<file path="config.mk">
export PLATFORM = sky130hd
export DESIGN_NAME = vga_timing_gen
export DESIGN_NICKNAME = d
export VERILOG_FILES = /design/src/rtl/vga_timing_pkg.sv /design/src/rtl/pixel_tick_div.sv /design/src/rtl/vga_timing_gen.sv
export SDC_FILE = /design/constraint.sdc
export NUM_CORES = 1
export LEC_CHECK = 0
export ABC_CLOCK_PERIOD_IN_PS = 2500
export CAP_MARGIN = 20
export CORE_ASPECT_RATIO = 1.5
export CORE_MARGIN = 5
export CORE_UTILIZATION = 41
export CTS_BUF_LIST = sky130_fd_sc_hd__clkbuf_16
export DETAILED_ROUTE_END_ITERATION = 16
export SYNTH_ARGS = -nofsm -noshare
export SYNTH_HDL_FRONTEND = slang
export SYNTH_SLANG_ARGS = --single-unit
</file>
<file path="constraint.sdc">
create_clock -name clk_100MHz -period 2.5 [get_ports clk_100MHz]
set_input_delay 0.5 -clock clk_100MHz [delete_from_list [all_inputs] [get_ports clk_100MHz]]
set_output_delay 0.5 -clock clk_100MHz [all_outputs]
set_load 0.01 [all_outputs]
</file>
<file path="src/rtl/vga_timing_pkg.sv">
// Shared VGA 640x480@60 timing constants and helpers for the raster generator and snake_game.
// Totals are derived from the display/porch/sync spans; counters are COORD_W bits wide.
package vga_timing_pkg;

    localparam int COORD_W = 10;

    localparam int DEF_H_DISPLAY   = 640;
    localparam int DEF_H_FRONT     = 16;
    localparam int DEF_H_SYNC      = 96;
    localparam int DEF_H_BACK      = 48;
    localparam int DEF_V_DISPLAY   = 480;
    localparam int DEF_V_FRONT     = 10;
    localparam int DEF_V_SYNC      = 2;
    localparam int DEF_V_BACK      = 33;
    localparam int DEF_CLK_DIV     = 4;
    localparam int DEF_TICK_FRAMES = 6;

    // Line or frame length from its four spans (800 pixels / 525 lines at the defaults).
    function automatic int span_total(input int disp, input int front, input int sync, input int back);
        return disp + front + sync + back;
    endfunction

    function automatic logic in_range(input logic [COORD_W-1:0] v, input int lo, input int hi);
        return (int'(v) >= lo) && (int'(v) < hi);
    endfunction

endpackage

</file>
<file path="src/rtl/pixel_tick_div.sv">
// Divides the system clock down to a one-cycle pixel enable every CLK_DIV cycles.
// p_tick_o is registered; tick_next_o marks the cycle just before it, so callers can update alongside it.
module pixel_tick_div #(
    parameter int CLK_DIV = 4
) (
    input  logic clk_i,
    input  logic rst_i,
    output logic tick_next_o,
    output logic p_tick_o
);

    localparam int DIV_W = (CLK_DIV > 1) ? $clog2(CLK_DIV) : 1;
    localparam logic [DIV_W-1:0] DIV_LAST = DIV_W'(CLK_DIV - 1);

    logic [DIV_W-1:0] div_q;
    logic [DIV_W-1:0] div_d;
    logic             p_tick_q;

    assign tick_next_o = (div_q == DIV_LAST);
    assign div_d       = tick_next_o ? '0 : div_q + DIV_W'(1);

    always_ff @(posedge clk_i) begin
        if (rst_i) begin
            div_q    <= '0;
            p_tick_q <= 1'b0;
        end else begin
            div_q    <= div_d;
            p_tick_q <= tick_next_o;
        end
    end

    assign p_tick_o = p_tick_q;

endmodule

</file>
<file path="src/rtl/vga_timing_gen.sv">
// VGA raster generator: pixel enable, x/y scan counters, active-low syncs, video_on and game_tick.
// x/y, syncs and video_on update on the same edge as p_tick; game_tick lands with the (0,0) frame wrap.
module vga_timing_gen
    import vga_timing_pkg::*;
#(
    parameter int H_DISPLAY   = DEF_H_DISPLAY,
    parameter int H_FRONT     = DEF_H_FRONT,
    parameter int H_SYNC      = DEF_H_SYNC,
    parameter int H_BACK      = DEF_H_BACK,
    parameter int V_DISPLAY   = DEF_V_DISPLAY,
    parameter int V_FRONT     = DEF_V_FRONT,
    parameter int V_SYNC      = DEF_V_SYNC,
    parameter int V_BACK      = DEF_V_BACK,
    parameter int CLK_DIV     = DEF_CLK_DIV,
    parameter int TICK_FRAMES = DEF_TICK_FRAMES
) (
    input  logic               clk_100MHz,
    input  logic               reset,
    input  logic               tick_en,
    output logic               p_tick,
    output logic [COORD_W-1:0] x,
    output logic [COORD_W-1:0] y,
    output logic               video_on,
    output logic               hsync,
    output logic               vsync,
    output logic               game_tick
);

    localparam int H_TOTAL = span_total(H_DISPLAY, H_FRONT, H_SYNC, H_BACK);
    localparam int V_TOTAL = span_total(V_DISPLAY, V_FRONT, V_SYNC, V_BACK);
    localparam int HS_BEG  = H_DISPLAY + H_FRONT;
    localparam int HS_END  = HS_BEG + H_SYNC;
    localparam int VS_BEG  = V_DISPLAY + V_FRONT;
    localparam int VS_END  = VS_BEG + V_SYNC;
    localparam logic [COORD_W-1:0] H_LAST = COORD_W'(H_TOTAL - 1);
    localparam logic [COORD_W-1:0] V_LAST = COORD_W'(V_TOTAL - 1);
    localparam int FC_W = $clog2(TICK_FRAMES) + 1;
    localparam logic [FC_W-1:0] FC_LAST = FC_W'(TICK_FRAMES - 1);

    logic               adv;
    logic               frame_wrap;
    logic [COORD_W-1:0] x_q;
    logic [COORD_W-1:0] x_d;
    logic [COORD_W-1:0] y_q;
    logic [COORD_W-1:0] y_d;
    logic [FC_W-1:0]    frame_cnt_q;
    logic [FC_W-1:0]    frame_cnt_d;
    logic               game_tick_q;
    logic               game_tick_d;
    logic               video_on_q;
    logic               hsync_q;
    logic               vsync_q;

    // adv is the cycle before p_tick, so x/y change on the very edge that raises p_tick.
    pixel_tick_div #(
        .CLK_DIV(CLK_DIV)
    ) u_pixel_tick_div (
        .clk_i      (clk_100MHz),
        .rst_i      (reset),
        .tick_next_o(adv),
        .p_tick_o   (p_tick)
    );

    always_comb begin
        x_d = x_q;
        y_d = y_q;
        if (adv) begin
            if (x_q == H_LAST) begin
                x_d = '0;
                y_d = (y_q == V_LAST) ? '0 : y_q + COORD_W'(1);
            end else begin
                x_d = x_q + COORD_W'(1);
            end
        end
    end

    assign frame_wrap = adv && (x_q == H_LAST) && (y_q == V_LAST);

    // tick_en is looked at in the same cycle as the wrap, so a pause or resume governs that wrap.
    always_comb begin
        frame_cnt_d = frame_cnt_q;
        game_tick_d = 1'b0;
        if (!tick_en) begin
            frame_cnt_d = '0;
        end else if (frame_wrap) begin
            if (frame_cnt_q == FC_LAST) begin
                frame_cnt_d = '0;
                game_tick_d = 1'b1;
            end else begin
                frame_cnt_d = frame_cnt_q + FC_W'(1);
            end
        end
    end

    always_ff @(posedge clk_100MHz) begin
        if (reset) begin
            x_q         <= '0;
            y_q         <= '0;
            frame_cnt_q <= '0;
            game_tick_q <= 1'b0;
            video_on_q  <= 1'b1;
            hsync_q     <= 1'b1;
            vsync_q     <= 1'b1;
        end else begin
            x_q         <= x_d;
            y_q         <= y_d;
            frame_cnt_q <= frame_cnt_d;
            game_tick_q <= game_tick_d;
            video_on_q  <= in_range(x_d, 0, H_DISPLAY) && in_range(y_d, 0, V_DISPLAY);
            hsync_q     <= !in_range(x_d, HS_BEG, HS_END);
            vsync_q     <= !in_range(y_d, VS_BEG, VS_END);
        end
    end

    assign x         = x_q;
    assign y         = y_q;
    assign video_on  = video_on_q;
    assign hsync     = hsync_q;
    assign vsync     = vsync_q;
    assign game_tick = game_tick_q;

endmodule

</file>
==> flow_summary.rst <==
.. list-table::
   :header-rows: 1

   * - Metric
     - Value
   * - Cell variety after synth
     - 48
   * - Complex-gate fraction of the synthesized area
     - 10.8%
   * - Least-Margin Pin Slew
     - 487 ps
   * - Ant diodes
     - 0
   * - Worst min-delay path category
     - flop to flop
   * - Total track usage
     - 17.1%
   * - Min-Delay Path Depth
     - 1
   * - Count of non-filler cells in the finished layout
     - 263
   * - Longest Clk Path Bufs
     - 2
   * - Logic depth of the worst register-to-register path
     - 7
   * - Clock-pin slew reported for the worst setup and hold paths after clock tree synthesis
     - 50 ps
   * - Yosys Warn Count
     - 0
   * - Total Negative Setup Slacks
     - 0 ps
   * - Inserted Clock Buffers
     - 5
   * - Critical Path Source Type
     - flop
   * - Layout Area Growth over Synthesis
     - 27.0%
   * - Number of hold-repair buffers added at the cts stage
     - 0
   * - CP max-delay cell
     - dfxtp_1
   * - Design Area, Final
     - 0.00208 mm²
   * - Crit path launch
     - x[0]$_SDFF_PP0_
   * - Arrival time of the worst setup path
     - 2260 ps
   * - # DRC
     - 0
   * - First-pass DRT Iterations
     - 4
   * - Starting Density
     - 41.8%
   * - Placed insts
     - 255
   * - Sequential cell area fraction in the yosys report
     - 37.8%
   * - Post-synthesis async set-or-reset flop share
     - 0%
   * - Final period demand of the worst path
     - 2120 ps
   * - Layout fillers
     - 384
   * - Most used cells in the layout excluding fill and tap cells
     - dfxtp_1, clkdlybuf4s50_1, nor2_1
   * - WS Path Type
     - flop to flop
   * - Slew Limit Fails
     - 0
   * - I/O pin cnt
     - 28
   * - CTS Root Cell
     - clkbuf_16
   * - Synth Area in Adders
     - 3.05%
   * - Final setup slack of the worst path
     - 379 ps
   * - Maximum number of pins on one net before global-route repair
     - 19
   * - First-pass GRT wire length
     - 6970 µm
   * - Cell count after synthesis
     - 188
   * - CTS Sinks
     - 31
   * - Starting DRC count in detailed routing
     - 27
   * - Largest area contributor in the synthesized netlist
     - dfxtp_1
   * - Ratio of cells with drive above 1 in the final layout
     - 8.26%
   * - Vias per std cell
     - 5.57
   * - PD cells
     - 528 mW/mm²
   * - Xor and xnor fraction of the mapped netlist area
     - 8.54%
   * - Remaining Overflow, GRT
     - 0
   * - DIE WIDTH
     - 61.6 µm
   * - Max-slew headroom
     - 67.3%
   * - Area contributors post-synth
     - dfxtp_1, xor2_1, nor2_1
   * - Per-instance average area after synthesis
     - 8.73 µm²
   * - Number of global-route vias before repair
     - 1,518
   * - HP Start
     - u_pixel_tick_div.div_q[0]$_SDFF_PP0_
   * - Run status
     - finished clean
   * - Main combinational cell family by area after synthesis
     - simple AND/OR/NAND/NOR gates
   * - Post-place setup slack
     - 413 ps
   * - Delay of the slowest cell on the worst path
     - 410 ps
   * - Most common library cell in the layout ignoring fill and taps
     - dfxtp_1
   * - Overall die area
     - 0.00539 mm²
   * - Crit Reg-Reg Startpoint
     - x[0]$_SDFF_PP0_
   * - Clock Skew
     - 4.21 ps
   * - RSZ-0062 raised after global routing
     - false
   * - Clk Latency, worst-skew pair
     - 270 ps
   * - Number of antenna violations at the first check in global routing
     - 0
   * - Max Clk Rate
     - 471 MHz
   * - EDFF count, synth
     - 0
   * - IR Drop Worst-Case VDD
     - 0.502 mV
   * - Via total after detailed routing
     - 1,464
   * - Standard-cell rows
     - 28
   * - Number of nets in the finished design
     - 224
   * - Post-synth net total
     - 195
   * - Vertical die dimension
     - 87.5 µm
   * - Clock H-tree levels
     - 2
   * - Static leakage
     - 0.000732 µW
   * - Multiplexer share of the synthesized area
     - 2.52%
   * - Post-synthesis share of cell area spent on and, or, nand and nor gates
     - 32.6%
   * - WL per Instance
     - 15.4 µm
   * - TritonCTS clock tree
     - done
   * - Area share of the largest cell type after synthesis
     - 37.8%
   * - Placeable core region
     - 0.00392 mm²
   * - Routability congestion estimate from global placement
     - 0.863
   * - Total cell area at the placement stage
     - 0.00195 mm²
   * - Endpoint required time on the critical path
     - 2640 ps
   * - Antenna viol nets, final
     - 0
   * - Kind of end point of the critical path
     - flop
   * - Number of buffer cells added on primary ports
     - 27
   * - Final worst hold slack
     - 441 ps
   * - Post-cts repair resize count
     - 0
   * - Detailed placer's ending HPWL
     - 2980 µm
   * - Fin crit share
     - 84.9%
   * - Cell area after synthesis
     - 0.00164 mm²
   * - Max FO, Critical Path
     - 18
   * - Leading register cell type out of synthesis
     - dfxtp_1
   * - Area taken by multi-input logic gates
     - 943 µm²
   * - Number of post-CTS setup repair buffers
     - 0
   * - Drt total wl
     - 4050 µm
   * - Hold violation total from the final report
     - 0
   * - Reg area
     - 621 µm²
   * - Number of register bits inferred by synthesis
     - 31
   * - Setup Viol. Count Final
     - 0
   * - Max_cap viols
     - 0
   * - Sequence of cells on the critical path
     - ha_1 -> nand2_1 -> nor4_4 -> buf_4 -> nand4_1 -> xor2_1 -> o2111ai_1
## registers in the layout (all words and copies together), names as in the netlist
name	count
frame_cnt_q	4
game_tick	1
vsync	1
hsync	1
u_pixel_tick_div.div_q	2
u_pixel_tick_div.p_tick_o	1
y	10
x	10
video_on	1
## cells in the mapped netlist, types with 2 or more instances
| library cell | count |
|---|---|
| a21oi_1 | 7 |
| xnor2_1 | 6 |
| mux2i_1 | 3 |
| buf_2 | 3 |
| nand2_1 | 15 |
| xor2_1 | 10 |
| and4_1 | 2 |
| ha_1 | 4 |
| dfxtp_1 | 31 |
| nor3_1 | 10 |
| and3_1 | 4 |
| a211oi_1 | 3 |
| inv_1 | 7 |
| clkbuf_1 | 3 |
| nand4_1 | 9 |
| o2111ai_1 | 2 |
| or3_1 | 4 |
| nor2_1 | 21 |
| nand4b_1 | 2 |
| o21ai_0 | 7 |
| nand3_1 | 5 |
| and2_1 | 3 |
| nand2b_1 | 2 |
## metal layers
metal / vias up / GRT usage (%) / share of wire (%)
met5: - / 0 / 0
met4: 0 / 9.65 / 3.2
met3: 10 / 3.71 / 3.8
met2: 35 / 28.5 / 50
met1: 691 / 19.3 / 43
li1: 728 / - / -
## metrics by stage
| stage | power [µW] | util, % |
|---|---|---|
| 2_1_floorplan | 536 | - |
| 3_5_place_dp | 552 | 49.6 |
| 5_1_grt | 1140 | 53.1 |
| 4_1_cts | 1120 | 53.1 |
| 3_3_place_gp | 551 | 49.6 |
| 6_report | 1100 | 53.1 |
## worst paths after layout
path | slack (ps) | endpoint
setup / recovery | 380 | vsync$_SDFF_PP1_
hold / removal | 440 | u_pixel_tick_div.div_q[0]$_SDFF_PP0_
setup reg to reg | 380 | vsync$_SDFF_PP1_
hold reg to reg | 440 | u_pixel_tick_div.div_q[0]$_SDFF_PP0_
## worst max-delay path: cells and delay by family, from the launching register on
| kind | cells | cell delay, ps |
|---|---|---|
| AO/OA/AOI/OAI | 1 | 130 |
| flip-flops | 1 | 410 |
| AND/OR/NAND/NOR | 3 | 590 |
| buffers and inverters | 1 | 270 |
| adder cells (fa/ha/maj) | 1 | 280 |
| XOR/XNOR | 1 | 290 |
## cell type report
type                       count  share of cell area (%)
inverter                       7                    1.26
clock buffer                   5                    6.01
timing repair buffer          31                    14.4
clock inverter                 3                   0.541
sequential                    31                    29.8
multi-input combinational    141                    45.3
tap                           45                    2.70
## logic make-up (layout without fill, tap and decap cells)
family          count (synthesis)  after routing
simple gates                   90             90
flops                          31             31
compound gates                 27             27
xor+xnor                       16             16
buf+inv                        16             46
fa+ha+maj                       4              4
mux                             4              4
## report_power, final
| part | switching [µW] | internal (µW) |
|---|---|---|
| combinational | 21.2 | 16.3 |
| sequential | 3.92 | 501 |
| clock | 200 | 357 |
| total | 226 | 875 |
No activity file was read; power rests on OpenSTA's default activity.
